**src/rtl/chip_scan_sequencer.sv**
```systemverilog
// chip_scan_sequencer: walks a single-'1' token through the sensor's row and
// column shift registers, requests one ADC conversion per pixel and emits a
// raster-ordered pixel stream tagged with row/column.
// Optional feature macro: SCAN_ADC_TIMEOUT_EN (ADC watchdog, sticky o_timeout).
module chip_scan_sequencer #(
   parameter int COLS        = 24,
   parameter int ROWS        = 24,
   parameter int NB_DATA     = 12,
   parameter int NB_DIV      = 16,
   parameter int ADC_TIMEOUT = 1023
) (
   input  logic                     clk,
   input  logic                     i_rst,
   input  logic                     i_start,
   input  logic                     i_abort,
   input  logic [NB_DIV-1:0]        i_clk_div_sr,
   input  logic [NB_DATA-1:0]       i_adc_val,
   input  logic                     i_adc_done,
   output logic                     o_adc_trigger,
   output logic                     o_chip_row_clk,
   output logic                     o_chip_row_rst,
   output logic                     o_chip_row_ena,
   output logic                     o_chip_row_data,
   output logic                     o_chip_col_clk,
   output logic                     o_chip_col_rst,
   output logic                     o_chip_col_data,
   output logic                     o_pix_valid,
   output logic [NB_DATA-1:0]       o_pix_data,
   output logic [$clog2(ROWS)-1:0]  o_pix_row,
   output logic [$clog2(COLS)-1:0]  o_pix_col,
   output logic                     o_busy,
   output logic                     o_frame_done,
   output logic                     o_timeout
);
   localparam int RW = $clog2(ROWS);
   localparam int CW = $clog2(COLS);

   typedef enum logic [2:0] {IDLE, RST, ROW_SH, COL_SH, SETTLE, CONV, COLRST, DONE} state_t;
   state_t state, state_nx;

   logic [NB_DIV-1:0] period, div_cnt;
   logic              tick_num;   // 0 during the first tick of a state, 1 afterwards
   logic              first;      // first cycle after a state entry
   logic [RW-1:0]     r;
   logic [CW-1:0]     c;
   logic              tick_end, start_ok, adc_ok, timed_out, pix_done, pix_take;
   logic              last_col, last_row;

   assign tick_end = (div_cnt == period - 1'b1);
   assign start_ok = (state == IDLE) && i_start && !i_abort;
   // a done landing on the trigger cycle belongs to an earlier request
   assign adc_ok   = (state == CONV) && !first && i_adc_done;
   assign pix_done = adc_ok | timed_out;
   assign pix_take = pix_done && !i_abort;
   assign last_col = (c == CW'(COLS - 1));
   assign last_row = (r == RW'(ROWS - 1));

`ifdef SCAN_ADC_TIMEOUT_EN
   localparam int WD_W = $clog2(ADC_TIMEOUT + 1);
   logic [WD_W-1:0] wd_cnt;
   logic            timeout_q;

   // the trigger cycle counts as 0, so the pixel appears ADC_TIMEOUT cycles after it
   assign timed_out = (state == CONV) && !adc_ok && (wd_cnt == WD_W'(ADC_TIMEOUT - 1));
   assign o_timeout = timeout_q;

   // watchdog cycle count inside CONV
   always_ff @(posedge clk) begin
      if (i_rst || state != CONV) wd_cnt <= '0;
      else                        wd_cnt <= wd_cnt + 1'b1;
   end

   // sticky timeout flag, cleared when a new frame starts
   always_ff @(posedge clk) begin
      if (i_rst || start_ok)          timeout_q <= 1'b0;
      else if (timed_out && !i_abort) timeout_q <= 1'b1;
   end
`else
   assign timed_out = 1'b0;
   // constant-false: no watchdog in this build
   assign o_timeout = (ADC_TIMEOUT < 0);
`endif

   // state register
   always_ff @(posedge clk) begin
      if (i_rst) state <= IDLE;
      else       state <= state_nx;
   end

   // next-state logic; abort overrides everything
   always_comb begin
      state_nx = state;
      case (state)
         IDLE:    if (start_ok) state_nx = RST;
         RST:     if (tick_end && tick_num) state_nx = ROW_SH;
         ROW_SH:  if (tick_end && tick_num) state_nx = COL_SH;
         COL_SH:  if (tick_end && tick_num) state_nx = SETTLE;
         SETTLE:  if (tick_end) state_nx = CONV;
         CONV:    if (pix_done) begin
                     if (!last_col)      state_nx = COL_SH;
                     else if (!last_row) state_nx = COLRST;
                     else                state_nx = DONE;
                  end
         COLRST:  if (tick_end) state_nx = ROW_SH;
         DONE:    state_nx = IDLE;
         default: state_nx = IDLE;
      endcase
      if (i_abort) state_nx = IDLE;
   end

   // output decode from state and tick phase
   always_comb begin
      o_adc_trigger   = 1'b0;
      o_chip_row_clk  = 1'b0;
      o_chip_row_rst  = 1'b0;
      o_chip_row_ena  = 1'b0;
      o_chip_row_data = 1'b0;
      o_chip_col_clk  = 1'b0;
      o_chip_col_rst  = 1'b0;
      o_chip_col_data = 1'b0;
      case (state)
         RST:    begin o_chip_row_rst = 1'b1; o_chip_col_rst = 1'b1; end
         ROW_SH: begin o_chip_row_data = (r == '0); o_chip_row_clk = tick_num; end
         COL_SH: begin o_chip_col_data = (c == '0); o_chip_col_clk = tick_num; end
         SETTLE: o_chip_row_ena = 1'b1;
         CONV:   begin o_chip_row_ena = 1'b1; o_adc_trigger = first; end
         COLRST: o_chip_col_rst = 1'b1;
         default: ;
      endcase
   end

   assign o_busy = (state != IDLE);

   // tick divider and tick index, restarted on every state entry
   always_ff @(posedge clk) begin
      if (i_rst) begin
         div_cnt <= '0; tick_num <= 1'b0; first <= 1'b0;
      end else if (state_nx != state) begin
         div_cnt <= '0; tick_num <= 1'b0; first <= 1'b1;
      end else begin
         first <= 1'b0;
         if (tick_end) begin
            div_cnt  <= '0;
            tick_num <= 1'b1;
         end else begin
            div_cnt <= div_cnt + 1'b1;
         end
      end
   end

   // frame bookkeeping: tick period and raster position
   always_ff @(posedge clk) begin
      if (i_rst) begin
         period <= '0; r <= '0; c <= '0;
      end else if (start_ok) begin
         period <= (i_clk_div_sr == '0) ? NB_DIV'(1) : i_clk_div_sr;
         r <= '0; c <= '0;
      end else if (pix_take) begin
         if (!last_col) c <= c + 1'b1;
         else begin
            c <= '0;
            if (!last_row) r <= r + 1'b1;
         end
      end
   end

   // pixel and end-of-frame strobes; fields are zero outside the strobe
   always_ff @(posedge clk) begin
      if (i_rst) begin
         o_pix_valid <= 1'b0; o_pix_data <= '0; o_pix_row <= '0; o_pix_col <= '0;
         o_frame_done <= 1'b0;
      end else begin
         o_pix_valid  <= pix_take;
         o_pix_data   <= pix_take ? (adc_ok ? i_adc_val : '1) : '0;
         o_pix_row    <= pix_take ? r : '0;
         o_pix_col    <= pix_take ? c : '0;
         o_frame_done <= (state == DONE) && !i_abort;
      end
   end
endmodule
```
**config.mk**
```make
export PLATFORM = sky130hd
export DESIGN_NAME = chip_scan_sequencer
export DESIGN_NICKNAME = d
export VERILOG_FILES = /design/src/rtl/chip_scan_sequencer.sv
export SDC_FILE = /design/constraint.sdc
export NUM_CORES = 1
export LEC_CHECK = 0
export CAP_MARGIN = 5
export CORE_ASPECT_RATIO = 1.4
export CORE_UTILIZATION = 46
export CTS_CLUSTER_DIAMETER = 80
export DETAILED_ROUTE_END_ITERATION = 10
export PLACE_DENSITY_LB_ADDON = 0.25
export SKIP_LAST_GASP = 1
export SLEW_MARGIN = 20
export SYNTH_ARGS = -nofsm -noshare
export SYNTH_HDL_FRONTEND = slang
export SYNTH_SLANG_ARGS = --single-unit
```
**constraint.sdc**
```tcl
create_clock -name clk -period 2.7 [get_ports clk]
set_input_delay 0.405 -clock clk [delete_from_list [all_inputs] [get_ports clk]]
set_output_delay 0.405 -clock clk [all_outputs]
set_load 0.05 [all_outputs]
```
==> results of run 1 <==
area by class of cell:
| class | instances | area [um2] |
|---|---|---|
| well taps | 95 | 118.9 |
| repair buffers | 101 | 929.6 |
| multi-input cells | 275 | 1926 |
| clock inverters | 7 | 61.31 |
| flip-flops and latches | 71 | 1424 |
| clock buffers | 9 | 123.9 |
| fillers | 577 | 2399 |
| inverters | 12 | 45.04 |
cells in the mapped netlist, types with 2 or more instances:
library cell,n
and2_1,19
xnor2_1,17
nor4_1,15
dfxtp_1,71
buf_6,3
nand3_1,10
xor2_1,21
inv_1,12
mux2i_1,3
or3_1,2
a22o_1,12
nor3b_1,3
o31ai_1,3
a31oi_1,2
o31a_1,2
or4_1,6
nor3_1,16
and4_1,3
and3_1,9
a21oi_1,12
nand2b_1,4
nor2b_1,4
nor2_1,39
a21o_1,2
o21a_1,2
and4b_1,2
clkbuf_1,16
nand4_1,9
nand2_1,22
ha_1,6
o21ai_0,4
nor4b_1,2
or3b_2,2
cell families (layout without fill, tap and decap cells):
| logic type | after synthesis | after routing | synth area share (%) |
|---|---|---|---|
| other | 1 | 1 | 0.1114 |
| and+or+nand+nor | 173 | 174 | 28.62 |
| DFF | 71 | 71 | 42.23 |
| adders and majority gates | 6 | 6 | 2.230 |
| AOI/OAI and AO/OA | 53 | 53 | 11.52 |
| buffers and inverters | 33 | 129 | 4.498 |
| xor gates and xnor gates | 38 | 38 | 9.888 |
| muxes | 3 | 3 | 0.8922 |
power groups by stage:
stage	Clock (mW)	Sequential (mW)	Combinational, mW
5_1_grt	0.877	1.08	0.376
3_5_place_dp	0	1.10	0.306
2_1_floorplan	0	1.10	0.189
6_report	0.811	1.08	0.348
3_3_place_gp	0	1.10	0.303
4_1_cts	0.828	1.08	0.322
cell usage in the layout (no fill, tap or decap), types with 4 or more instances in the layout:
| cell | n |
|---|---|
| buf_4 | 35 |
| xor2_1 | 21 |
| inv_1 | 10 |
| or4_1 | 4 |
| xnor2_1 | 17 |
| and3_1 | 9 |
| nor2b_1 | 4 |
| nand4_1 | 9 |
| dfxtp_1 | 69 |
| clkdlybuf4s50_1 | 61 |
| nand2_1 | 21 |
| nor3_1 | 16 |
| clkbuf_8 | 9 |
| ha_1 | 5 |
| nand3_1 | 10 |
| a22o_1 | 12 |
| nor2_2 | 5 |
| o21ai_0 | 4 |
| a21oi_1 | 10 |
| nor4_1 | 11 |
| buf_6 | 5 |
| nor4_2 | 4 |
| nor2_1 | 33 |
| and2_1 | 18 |
critical path: stages (launching register included):
cell     delay (ps)
dfxtp_2         340
buf_6           110
or4_4           510
or4_4           540
a21oi_4         190
o22ai_4         100
nor4_4          310
buf_6           170
a31oi_4          80
o221a_1         250
stage by stage:
step | hold WS [ps] | setup TNS (ps) | utilization, % | cell area [um2] | setup slack (ps)
after CTS | 497.3 | -1.475 | 64.33 | 4521 | -1.115
after floorplan | 447.2 | 0 | - | 3381 | 12.26
final | 498.2 | -15.33 | 65.87 | 4628 | -11.66
after global placement | 465.7 | 0 | 60.47 | 4249 | 27.11
after detailed placement | 484.9 | -1123 | 60.47 | 4249 | -73.23
after global routing | 521.7 | -1680 | 65.87 | 4628 | -115.1
flip-flops by register name, summed over array words and instances, names as in the netlist:
name	cells
r	5
state	3
period	16
o_pix_row	5
o_pix_data	12
o_pix_valid	1
c	5
o_frame_done	1
first	1
tick_num	1
div_cnt	16
o_pix_col	5
worst paths after layout:
kind,from,to,slack (ps),cells past startpoint
max,period[0],state[0],-10,9
min,c[1],c[1],500,2
max reg2reg,period[0],state[0],-10,9
min reg2reg,c[1],c[1],500,2
routing by layer:
layer,part of all wire [%],wire (um),vias up,track usage [%]
li1,-,-,1521,-
met3,4.5,406,33,5.329
met2,51,4568,105,43.43
met4,4.9,434,0,14.51
met5,0,0,-,0
met1,39,3524,1488,26.26
timing repair:
item / 4_1_cts / 5_1_grt
cloned: 1 / 0
pin swaps: 9 / 17
setup buffers: 8 / 2
gates resized for setup: 11 / 20
setup endpoints to repair: 18 / 21
==> flow_metrics.env, run 1 <==
export IMPL_dr_pass1_iters=4
export IMPL_cts_buffer_depth=2
export IMPL_period_needed_ps=2712
export IMPL_synth_top_cell_by_area="dfxtp_1"
export IMPL_slew_headroom_pct=39.96
export IMPL_avgSynthCellArea_um2=8.904
export IMPL_post_place_cells=544
export IMPL_cts_buffers=9
export IMPL_synth_top_area_share_pct=42.23
export IMPL_hpwl_mm=6.316
export IMPL_root_buffer="clkbuf_8"
export IMPL_coreArea_um2=7027
export IMPL_path_clk_slew_ps=90
export IMPL_p_int_mw=1.587
export IMPL_hold_buffers=0
export IMPL_grt_max_degree=16
export IMPL_drive_above_1_share_pct=18.53
export IMPL_vias=3147
export IMPL_timing_fmax_mhz=368.8
export IMPL_grt_pass1_vias=3066
export IMPL_grt_pass1_wl_mm=14.01
export IMPL_status="finished, violations left"
export IMPL_core_rowCount=36
export IMPL_synthCells=378
export IMPL_area_delta_synth_final_pct=37.51
export IMPL_setup_viol=2
export IMPL_netlist_area_um2=3366
export IMPL_arrival_ps=2970
export IMPL_ys_ff_latch=71
export IMPL_yosys_warnings=0
export IMPL_leakagePower_nw=1.812
export IMPL_htreeDepth=3
export IMPL_synth_edf_count=0
export IMPL_start_util_pct=47.90
export IMPL_hold_class="reg -> reg"
export IMPL_gp_congestion=0.8716
export IMPL_skew_ps=9.563
export IMPL_ir_worst_vdd_mv=0.4168
export IMPL_cts_sinks=71
export IMPL_final_period_utilization_pct=100.4
export IMPL_critPathCaptureType="flip-flop"
export IMPL_power_mw=2.240
export IMPL_start_kind="flip-flop"
export IMPL_io_buffers=65
export IMPL_switching_power_mw=0.6531
export IMPL_seq_area_frac_synth_pct=42.23
export IMPL_async_flop_share_pct=0
export IMPL_antenna_left=0
export IMPL_route_detailed_drc=0
export IMPL_crit_fanout=6
export IMPL_track_usage_pct=24.45
export IMPL_final_cells=570
export IMPL_syn_nets=417
export IMPL_worst_ep_required_time_ps=2960
export IMPL_swShare_pct=29.15
export IMPL_die_y_um=103.2
export IMPL_die_x_um=74.30
export IMPL_die_area_um2=7668
export IMPL_overflow=0
export IMPL_pwr_share_comb_pct=15.5
export IMPL_finalWorstSetupSlack_ps=-11.66
export IMPL_hold_violations=0
export IMPL_synth_area_leaders="dfxtp_1 42%, xor2_1 5.5%, xnor2_1 4.4%"
export IMPL_wl_mm=8.934
export IMPL_wl_per_cell_um=15.67
export IMPL_failed_checks="setup timing"
export IMPL_drtIter0Drc=139
export IMPL_yosysUniqueCellTypes=56
export IMPL_nets=509
export IMPL_rsz0062_at_grt="yes"
export IMPL_worst_pin_slew_ps=897.3
export IMPL_worstSkewPairLatency_ps=360
export IMPL_drv_slew=0
export IMPL_cts_tree="built"
export IMPL_boundaryPins=67
export IMPL_vias_per_cell=5.521
export IMPL_clock_power_share_pct=36.2
export IMPL_antenna_found_initial=0
export IMPL_seq_power_share_pct=48.3
export IMPL_drv_cap=0
export IMPL_synth_flop_cell="dfxtp_1"
export IMPL_worstSetupPathType="reg -> reg"
export IMPL_diodes=0
export IMPL_power_density_nw_per_um2=484.1
No activity file was read; power rests on OpenSTA's default activity.
==> run 2, diff against run 1 <==
GPL_ROUTABILITY_DRIVEN = 0   (was default)
REMOVE_ABC_BUFFERS = 1   (was default)
==> run 2 against run 1 <==
Effect of this change: the flow still finishes with violations (setup timing); final cell count shrank 0.88%; core utilization fell by 1.5 points; sequential power barely moved; combinational power is 5% lower; critical endpoint unchanged; largest cell class unchanged.
==> flow_metrics.env, run 2 (same netlist as run 1, synthesis figures left out) <==
export IMPL_skew_ps=11.63
export IMPL_cts_buffer_depth=2
export IMPL_period_needed_ps=2760
export IMPL_nets=506
export IMPL_grt_pass1_wl_mm=12.94
export IMPL_antenna_found_initial=0
export IMPL_start_kind="flip-flop"
export IMPL_worst_ep_required_time_ps=3000
export IMPL_drv_slew=0
export IMPL_leakagePower_nw=1.824
export IMPL_drtIter0Drc=77
export IMPL_setup_viol=2
export IMPL_boundaryPins=67
export IMPL_io_buffers=65
export IMPL_htreeDepth=3
export IMPL_hpwl_mm=6.007
export IMPL_critPathCaptureType="flip-flop"
export IMPL_drive_above_1_share_pct=14.26
export IMPL_cts_buffers=9
export IMPL_finalWorstSetupSlack_ps=-60.31
export IMPL_slew_headroom_pct=54.49
export IMPL_critPathBufInv=2
export IMPL_ir_worst_vdd_mv=0.3105
export IMPL_cts_sinks=71
export IMPL_final_period_utilization_pct=102.2
export IMPL_coreArea_um2=7027
export IMPL_power_mw=2.228
export IMPL_dr_pass1_iters=4
export IMPL_path_cells="inv_2 > ha_4 > or3b_4 > or4_1 > a32oi_1 > nand4_2 > buf_6 > o31a_1 > nor4_1 > o221a_1"
export IMPL_start_util_pct=47.90
export IMPL_fin_util_pct=64.35
export IMPL_max_stage_delay_ps=520
export IMPL_area_delta_synth_final_pct=34.35
export IMPL_cp_slowest_cell="or4_1"
export IMPL_place_area_um2=4274
export IMPL_cp_num_cells=10
export IMPL_cts_tree="built"
export IMPL_worstSetupPathType="reg -> reg"
export IMPL_vias_per_cell=5.391
export IMPL_pre_cts_ws_ps=-37.13
export IMPL_hold_depth=2
export IMPL_timing_hold_ws_ps=478.1
export IMPL_wl_mm=7.903
export IMPL_reg_largest_list="div_cnt: 16 flops, period: 16 flops, o_pix_data: 12 flops"
export IMPL_power_density_nw_per_um2=492.8
export IMPL_layout_common_cells="69 x dfxtp_1, 61 x clkdlybuf4s50_1, 39 x nor2_1"
export IMPL_die_area_um2=7668
export IMPL_vias=3046
export IMPL_hold_class="reg -> reg"
export IMPL_hold_violations=0
export IMPL_arrival_ps=3060
export IMPL_status="finished, violations left"
export IMPL_overflow=0
export IMPL_timing_fmax_mhz=362.3
export IMPL_r2r_cells=10
export IMPL_diodes=0
export IMPL_rsz0062_at_grt="yes"
export IMPL_die_x_um=74.30
export IMPL_worst_pin_slew_ps=680.6
export IMPL_drv_cap=0
export IMPL_cp_top_family="simple AND/OR/NAND/NOR gates"
export IMPL_crit_fanout=4
export IMPL_path_clk_slew_ps=80
export IMPL_root_buffer="clkbuf_8"
export IMPL_hold_buffers=0
export IMPL_grt_pass1_vias=2875
export IMPL_die_y_um=103.2
export IMPL_core_rowCount=36
export IMPL_wl_per_cell_um=13.99
export IMPL_mostFrequentLayoutCell="dfxtp_1"
export IMPL_failed_checks="setup timing"
export IMPL_route_detailed_drc=0
export IMPL_worstSkewPairLatency_ps=350
export IMPL_antenna_left=0
export IMPL_track_usage_pct=22.29
export IMPL_final_cell_area_um2=4522
export IMPL_grt_max_degree=20
## run 2: cell count changes in the layout (fill, tap and decap cells not counted), moves of 3 or more
cell / previous run / this run
nor2_1: 33 / 39
nor4_2: 4 / 1
inv_6: 3 / 0
buf_6: 5 / 1
nor2_2: 5 / 0
nor4_1: 11 / 14
## run 2: metal layers
metal | part of all wire (%) | vias up | GRT usage (%)
li1 | - | 1522 | -
met4 | 2.6 | 0 | 10.45
met1 | 41 | 1413 | 25.06
met3 | 5.0 | 16 | 3.876
met5 | 0 | - | 0
met2 | 52 | 95 | 40.35
## run 2: report_power, final
group	total [mW]	internal, mW	leakage, nW	switching [mW]
sequential	1.08	1.06	0.575	0.0169
combinational	0.332	0.168	1.15	0.164
clock	0.815	0.438	0.0940	0.377
total	2.23	1.67	1.82	0.558
## run 2: repair_timing
| item | in CTS | in global routing |
|---|---|---|
| buffers inserted | 0 | 2 |
| pin swaps | 0 | 7 |
| setup endpoints to repair | 19 | 22 |
| resized for setup | 3 | 10 |
## run 2: per-stage QoR
stage,cells,TNS [ps]
global route,565,-679.9
global placement,549,-3.687
floorplan,357,-3405
detailed placement,549,-434.9
CTS,563,0
finish,565,-96.55
## run 2: worst min-delay path: cells and delay by family, from the launching register on
family           cells  cell delay [ps]
flip-flops           1              340
AND/OR/NAND/NOR      1               50
AO/OA/AOI/OAI        1               50
## run 2: path summary, 6_finish.rpt
path	slack [ps]	startpoint	end
min reg2reg	480	period[1]	period[1]
max	-60	period[0]	state[0]
max reg2reg	-60	period[0]	state[0]
min	480	period[1]	period[1]
## run 2: layout make-up
cell class,instances,area (um2)
fill,603,2505
multi-input combinational,274,1832
sequential,71,1424
timing repair buffer,99,917.1
clock buffer,10,137.6
tap,95,118.9
clock inverter,4,47.55
inverter,12,45.04
